--- config.mk ---
export PLATFORM = sky130hd
export DESIGN_NAME = irrigation_sequencer
export DESIGN_NICKNAME = d
export VERILOG_FILES = /design/src/rtl/irrigation_pkg.sv /design/src/rtl/irrigation_sequencer_bcd_countdown.sv /design/src/rtl/irrigation_sequencer.sv
export SDC_FILE = /design/constraint.sdc
export NUM_CORES = 1
export LEC_CHECK = 0
export CORE_MARGIN = 2
export CORE_UTILIZATION = 59
export CTS_BUF_LIST = sky130_fd_sc_hd__clkbuf_4
export CTS_CLUSTER_DIAMETER = 60
export DETAILED_ROUTE_END_ITERATION = 12
export DONT_BUFFER_PORTS = 1
export MAX_ROUTING_LAYER = met4
export PLACE_DENSITY = 0.78
export SYNTH_ARGS = -nofsm -noshare
export SYNTH_HDL_FRONTEND = slang
export SYNTH_SLANG_ARGS = --single-unit
--- constraint.sdc ---
create_clock -name clock -period 1.8 [get_ports clock]
set_input_delay 0.36 -clock clock [delete_from_list [all_inputs] [get_ports clock]]
set_output_delay 0.36 -clock clock [all_outputs]
set_load 0.01 [all_outputs]
--- src/rtl/irrigation_pkg.sv ---
// Shared types, digit limits and preset conversion for the irrigation sequencer.
package irrigation_pkg;

    typedef enum logic [1:0] {
        IDLE    = 2'd0,
        RUN     = 2'd1,
        HOLD    = 2'd2,
        LOCKOUT = 2'd3
    } state_e;

    typedef logic [3:0] bcd_t;

    localparam bcd_t SECONDS_D_MAX = 4'd5;
    localparam bcd_t MINUTES_U_MAX = 4'd9;
    localparam bcd_t MINUTES_D_MAX = 4'd3;

    // Minutes (0..39) to packed BCD {tens, units}; used on parameters only.
    function automatic logic [7:0] minutes_to_bcd(input int unsigned m);
        logic [7:0] r;
        r[7:4] = 4'(m / 10);
        r[3:0] = 4'(m % 10);
        return r;
    endfunction

endpackage

--- src/rtl/irrigation_sequencer_bcd_countdown.sv ---
// MM:S0 BCD down-counter: clear beats load beats decrement; saturates at 00:0.
module bcd_countdown
    import irrigation_pkg::*;
(
    input  logic clock,
    input  logic reset,
    input  logic clear,
    input  logic load,
    input  logic dec,
    input  bcd_t load_md,
    input  bcd_t load_mu,
    output bcd_t minutes_d,
    output bcd_t minutes_u,
    output bcd_t seconds_d,
    output logic at_one
);

    bcd_t md_q, md_d, mu_q, mu_d, sd_q, sd_d;
    logic at_zero;

    assign at_zero   = (md_q == 4'd0) && (mu_q == 4'd0) && (sd_q == 4'd0);
    assign at_one    = (md_q == 4'd0) && (mu_q == 4'd0) && (sd_q == 4'd1);
    assign minutes_d = md_q;
    assign minutes_u = mu_q;
    assign seconds_d = sd_q;

    // Next count: clear, load preset, or one 10 s step down with borrow.
    always_comb begin
        md_d = md_q;
        mu_d = mu_q;
        sd_d = sd_q;
        if (clear) begin
            md_d = 4'd0;
            mu_d = 4'd0;
            sd_d = 4'd0;
        end else if (load) begin
            md_d = (load_md > MINUTES_D_MAX) ? MINUTES_D_MAX : load_md;
            mu_d = load_mu;
            sd_d = 4'd0;
        end else if (dec && !at_zero) begin
            if (sd_q != 4'd0) begin
                sd_d = sd_q - 4'd1;
            end else begin
                sd_d = SECONDS_D_MAX;
                if (mu_q != 4'd0) begin
                    mu_d = mu_q - 4'd1;
                end else begin
                    mu_d = MINUTES_U_MAX;
                    md_d = md_q - 4'd1;
                end
            end
        end
    end

    // Count registers.
    always_ff @(posedge clock) begin
        if (reset) begin
            md_q <= 4'd0;
            mu_q <= 4'd0;
            sd_q <= 4'd0;
        end else begin
            md_q <= md_d;
            mu_q <= mu_d;
            sd_q <= sd_d;
        end
    end

endmodule

--- src/rtl/irrigation_sequencer.sv ---
// Irrigation run sequencer: mode latch, actuator drive, BCD countdown, lockout.
module irrigation_sequencer
    import irrigation_pkg::*;
#(
    parameter int unsigned SPRINKLER_MINUTES = 15,
    parameter int unsigned DRIPPER_MINUTES   = 30,
    parameter int unsigned LOCKOUT_TICKS     = 6
) (
    input  logic       clock,
    input  logic       reset,
    input  logic       tick,
    input  logic       irrigation_on,
    input  logic       splinker_mode_on,
    input  logic       conflicting_values,
    input  logic       abort,
    output logic       splinker_bomb,
    output logic       dripper_valvule,
    output logic [3:0] minutes_d,
    output logic [3:0] minutes_u,
    output logic [3:0] seconds_d,
    output logic       busy,
    output logic       done
);

    localparam logic [7:0] SPR_BCD  = minutes_to_bcd(SPRINKLER_MINUTES);
    localparam logic [7:0] DRP_BCD  = minutes_to_bcd(DRIPPER_MINUTES);
    localparam logic [7:0] LOCK_END = 8'(LOCKOUT_TICKS - 1);

    state_e     state_q, state_d;
    logic       mode_q, mode_d;
    logic [7:0] lock_q, lock_d;
    logic       spr_q, spr_d, drp_q, drp_d, busy_q, busy_d, done_q, done_d;
    logic       cnt_clear, cnt_load, cnt_dec, at_one;

    bcd_countdown u_cnt (
        .clock     (clock),
        .reset     (reset),
        .clear     (cnt_clear),
        .load      (cnt_load),
        .dec       (cnt_dec),
        .load_md   (splinker_mode_on ? SPR_BCD[7:4] : DRP_BCD[7:4]),
        .load_mu   (splinker_mode_on ? SPR_BCD[3:0] : DRP_BCD[3:0]),
        .minutes_d (minutes_d),
        .minutes_u (minutes_u),
        .seconds_d (seconds_d),
        .at_one    (at_one)
    );

    // Next state, counter controls and registered outputs; abort > fault > request drop > tick.
    always_comb begin
        state_d   = state_q;
        mode_d    = mode_q;
        lock_d    = lock_q;
        cnt_clear = 1'b0;
        cnt_load  = 1'b0;
        cnt_dec   = 1'b0;
        done_d    = 1'b0;
        unique case (state_q)
            IDLE: begin
                if (!abort && irrigation_on && !conflicting_values) begin
                    mode_d   = splinker_mode_on;
                    cnt_load = 1'b1;
                    state_d  = RUN;
                end
            end
            RUN: begin
                if (abort) begin
                    cnt_clear = 1'b1;
                    state_d   = IDLE;
                end else if (conflicting_values) begin
                    state_d = HOLD;
                end else if (!irrigation_on) begin
                    cnt_clear = 1'b1;
                    state_d   = IDLE;
                end else if (tick) begin
                    cnt_dec = 1'b1;
                    if (at_one) begin
                        done_d  = 1'b1;
                        lock_d  = 8'd0;
                        state_d = LOCKOUT;
                    end
                end
            end
            HOLD: begin
                if (abort) begin
                    cnt_clear = 1'b1;
                    state_d   = IDLE;
                end else if (!conflicting_values) begin
                    if (irrigation_on) begin
                        state_d = RUN;
                    end else begin
                        cnt_clear = 1'b1;
                        state_d   = IDLE;
                    end
                end
            end
            LOCKOUT: begin
                if (abort) begin
                    cnt_clear = 1'b1;
                    state_d   = IDLE;
                end else if (tick) begin
                    if (lock_q == LOCK_END) begin
                        state_d = IDLE;
                    end else begin
                        lock_d = lock_q + 8'd1;
                    end
                end
            end
            default: state_d = IDLE;
        endcase
        spr_d  = (state_d == RUN) && mode_d;
        drp_d  = (state_d == RUN) && !mode_d;
        busy_d = (state_d != IDLE);
    end

    // State, mode latch, lockout counter and output registers.
    always_ff @(posedge clock) begin
        if (reset) begin
            state_q <= IDLE;
            mode_q  <= 1'b0;
            lock_q  <= 8'd0;
            spr_q   <= 1'b0;
            drp_q   <= 1'b0;
            busy_q  <= 1'b0;
            done_q  <= 1'b0;
        end else begin
            state_q <= state_d;
            mode_q  <= mode_d;
            lock_q  <= lock_d;
            spr_q   <= spr_d;
            drp_q   <= drp_d;
            busy_q  <= busy_d;
            done_q  <= done_d;
        end
    end

    assign splinker_bomb   = spr_q;
    assign dripper_valvule = drp_q;
    assign busy            = busy_q;
    assign done            = done_q;

endmodule

* Word level (Yosys, flattened, before mapping)
Cells that the tools add are included.
Cells by class: add/subtract/negate cells 4, magnitude comparators 1, equal/unequal tests 16, muxes and demuxes 49, bitwise operators 3, reductions and logical operators 28
Operators by type and width (number):
- two-way mux 8 bit | 8
- two-way mux 4 bit | 9
- two-way mux 2 bit | 13
- != test 2 bit, second input constant | 10
- case mux 8 bit (2 select lines) | 1
- two-way mux 1 bit | 15
- logical NOT 4 bit | 3
- subtractor 4 x 1 -> 4 bit, second input constant | 3
- AND reduction 9 bit | 1
- adder 8 x 1 -> 8 bit, second input constant | 1
- == test 8 x 3 -> 1 bit, second input constant | 1
- logical AND 1 bit | 8
- case mux 2 bit (4 select lines) | 1
- nonzero test 4 bit | 2
- nonzero test 2 bit | 3
- OR reduction 6 bit | 1
- == test 2 x 1 -> 1 bit, second input constant | 2
- == test 2 bit, second input constant | 2
- == test 4 x 1 -> 1 bit, second input constant | 1
- logical NOT 1 bit | 4
- OR reduction 2 bit | 2
- two-way mux 3 bit | 1
- inverter 1 bit | 3
- AND reduction 3 bit | 1
- 5 further kinds | 5
Storage, ports and cells: register bits 27, input bits 7, logic and storage cells 111

* Longest topological paths before layout
depth after elaboration 11, gate-level depth with buffers 8, gate-level depth less buffers 7

* Modules after synthesis
Synthesis repeated with hierarchy kept, for this count alone.
Unflattened totals: cells, all modules 183, area, all modules 1562.7 um^2
Modules (own cells, without submodules):
- irrigation_sequencer | instances 1, cells each 105, area each 909.6 um^2, seq. area each 300.3 um^2
- bcd_countdown | instances 1, cells each 78, area each 653.1 um^2, seq. area each 240.2 um^2

* Worst setup path before layout
No wires, ideal clock.
path type register to register, start register u_cnt.mu_q[0] (netlist: u_cnt.minutes_u[0]), end register drp_q (netlist: dripper_valvule), setup time 0.060 ns, data arrival time 1.950 ns, required time 1.740 ns, path slack -0.210 ns, cell stages (with the launch flop) 8, buffers on the path 0, cells stage by stage dfxtp_1 > inv_1 > ha_1 > nor3b_4 > nand4_4 > o211a_1 > a2111o_1 > and3b_1
On the way: word-level cells in the longest chain between the ends 11
RTL lines:
- start, declared | line irrigation_sequencer_bcd_countdown.sv:18 | bcd_t md_q, md_d, mu_q, mu_d, sd_q, sd_d;
- start signal, assigned | line irrigation_sequencer_bcd_countdown.sv:63 | mu_q <= mu_d;
- logical NOT 4 bit | line irrigation_sequencer_bcd_countdown.sv:22 | assign at_one = (md_q == 4'd0) && (mu_q == 4'd0) && (sd_q == 4'd1);
- logical AND 1 bit (2 in a row) | line irrigation_sequencer_bcd_countdown.sv:22
- two-way mux 2 bit | line irrigation_sequencer.sv:77 | if (at_one) begin
- two-way mux 2 bit | line irrigation_sequencer.sv:75 | end else if (tick) begin
- two-way mux 2 bit | line irrigation_sequencer.sv:72 | end else if (!irrigation_on) begin
- two-way mux 2 bit | line irrigation_sequencer.sv:70 | end else if (conflicting_values) begin
- two-way mux 2 bit | line irrigation_sequencer.sv:67 | if (abort) begin
- case mux 2 bit (4 select lines) | line irrigation_sequencer.sv:58 | unique case (state_q)
- == test 2 x 1 -> 1 bit | line irrigation_sequencer.sv:112 | drp_d = (state_d == RUN) && !mode_d;
- logical AND 1 bit | line irrigation_sequencer.sv:112
- end signal, assigned | line irrigation_sequencer.sv:131 | drp_q <= drp_d;
- end, declared | line irrigation_sequencer.sv:32 | logic spr_q, spr_d, drp_q, drp_d, busy_q, busy_d, done_q, done_d;
Every way passes these cells. A chain may end at the register's enable or synchronous reset.

* Final worst setup path
Same ends and word-level chain as after synthesis.

==> run metrics <==
hold_buf cts 0; Clock Sinks 27; top cells by count, synth 27 x dfxtp_1, 17 x nor2_1, 16 x inv_1; WP data required 2090 ps; most frequent cell after synthesis dfxtp_1; FF-to-FF setup slack -120 ps; Num CTS Buffers 3; Initial Util 62.4%; clock transition at the registers of the reported paths 150 ps; Yosys top cell area share 35.0%; Tcrit/Tclk final 107%; worst slew pin tran 483 ps; total via count in the routed design 1577; DPL Wire Length 2790 um; All-Layer GR Usage 25.3%; first-pass GRT wire length 5290 um; Adder-Cell Fraction of Synth Area 8.09%; Worst Setup Path Type reg2reg; final worst slack -124 ps; Final Max Tran Viols 0; fin area 2070 sq um; Die ar. 3050 sq um; htree depth 1; largest net degree at the start of global routing 15; Antenna Diode Count 0; cell area power density 879 nW/um^2; fin crit period 1920 ps; Syn. warnings 0; RSZ-0062 raised after global routing true; Comb pwr share 44.6%; final core occ 83.7%; Routed Antenna Nets 0; Clk pwr share 15.8%; CP Launch Point u_cnt.minutes_u[0]; Leak 0.000837 uW; Post-Synth Simple-Gate Area 30.3%; Yosys top cell by area dfxtp_1; R2R Path End dripper_valvule; compound-cell area share of the yosys netlist 18.9%; die extent in y 55.2 um; Seq/Total Area, Yosys 35.0%; Post-Synth XOR/XNOR Area 2.27%; CTS tree done; IO Pins 23; Switching Fraction 36.2%; number of global-route vias before repair 1347; placed instance area 1880 sq um; flops & latches, synth 27; Reg power frac 39.6%; largest family of logic cells by synthesized area simple AND/OR/NAND/NOR gates; WL final 4430 um; Synth Instances 179; fraction of final layout cells sized beyond drive strength 1 39.9%; initial antenna violation count 0; Crit. End Element register; count of cell types in the netlist 49; Avg Cell Area, Syn 8.64 sq um; Root Driver clkbuf_4; Vias/cell 6.23; ranking of synthesized cells by area dfxtp_1 35%, ha_1 8.1%, a21oi_1 4.5%, o21ai_0 4.5%, nor2_1 4.1%; Skew-Pair Late Insertion Delay 340 ps; Critical Path End dripper_valvule; post-synth design cell area 1550 sq um; failing checks negative setup slack; Die Width 55.2 um; relative slew slack 67.7%; asr flop ratio synth 0%; row cnt 18; area of the core 2480 sq um; RD Place Congestion 0.831; HP Class in2reg; final-report hold violation count 0; port bufs 0; R2R depth 7; Avg WL per Cell 17.5 um; reg2reg start u_cnt.minutes_u[0]; setup_tns -347 ps; number of enable flip-flop cells after synthesis 0; Synth-to-Final Area Change 34.1%; DR pass1 iterations 4; DRT iter0 DRCs 30; Clock Skew 7.72 ps; global route total overflow 0; maximum buffer depth of the clock tree 2; startpoint types register; NetSw 659 uW; DRC 0; MaxCap Viol Count 0; Syn Nets 196; mux cell area share after synthesis 1.38%; endpoints failing setup 6; top_reg_cell synth dfxtp_1; status complete, but fails checks; crit path DAT 2210 ps; internal power 1160 uW; hold_sp reset; CP Max Fanout 5; fmax 520 MHz; Final #Nets 241; Worst VDD drop 0.00102 V
==> placed cells by master, fill, tap and decap left out, types with 3 or more instances in the layout <==
master    instances
nand2_1           8
nand3_1           6
inv_1            10
or3_1             3
and2_1            4
dfxtp_2           7
inv_2             5
ha_4              3
buf_6             3
buf_4            38
a21oi_1           9
a21oi_2           5
nor3_1            3
ha_1              6
dfxtp_1          20
nor3b_1           4
nand4_1           3
o21ai_0          12
clkbuf_4          4
nor2_1           16
==> final cells by class <==
class                           count  area [sq um]
Tap cell                           30          37.5
Sequential cell                    27           549
Timing Repair Buffer               41           319
Clock buffer                        4          30.0
Multi-Input combinational cell    135          1080
Fill cell                         150           403
Inverter                           16          62.6
==> cell families after synthesis <==
| family | Yosys count |
|---|---|
| simple gates | 73 |
| xor+xnor | 4 |
| buf+inv | 17 |
| mux | 2 |
| fa+ha+maj | 10 |
| flops | 27 |
| compound gates | 46 |
==> metrics by stage <==
stage	total power [uW]	setup WS, ps	hold WS (ps)	std cells
after detailed placement	1360	-81.3	436	243
after global placement	1320	-29.0	434	243
final	1820	-124	67.0	253
after global routing	1910	-167	62.5	253
after CTS	1660	-52.6	69.7	249
after floorplan	1110	-52.4	432	179
==> power by group through the flow <==
stage | clock [uW] | sequential (uW) | combinational, uW
floorplan | 0 | 732 | 383
global placement | 0 | 719 | 603
detailed placement | 0 | 723 | 635
CTS | 288 | 711 | 660
global route | 304 | 727 | 877
finish | 287 | 722 | 814
==> timing repair <==
item,in CTS,in global routing
setup endpoints to repair,13,20
pin swaps,5,13
setup buffers,2,4
gates resized for setup,4,33
==> how the worst min path moves through the flow <==
stage                 endpoint  cells past startpoint
CTS                 state_q[1]                      1
global placement    state_q[1]                      1
global route            mode_q                      1
detailed placement  state_q[1]                      1
floorplan               mode_q                      1
finish              state_q[1]                      1
==> state kept, by name, indices dropped and copies added, names as in the netlist <==
signal,count
splinker_bomb,1
busy,1
dripper_valvule,1
u_cnt.seconds_d,4
state_q,2
u_cnt.minutes_u,4
mode_q,1
u_cnt.minutes_d,4
lock_q,8
done,1
==> critical path: stages (launching register included) <==
cell and delay, ps:
dfxtp_2 360, inv_2 70, ha_4 120, nor3b_4 320, nand4_4 140, o211a_1 240, a2111o_1 370, and3b_1 240
==> metal layers <==
layer / global-route usage (%) / vias up / wire [um]
li1: - / 741 / -
met1: 25.1 / 778 / 1790
met2: 46.2 / 46 / 2340
met3: 4.84 / 12 / 185
met4: 13.8 / 0 / 112
met5: - / - / 0
Power figures use the tool's default switching activity.
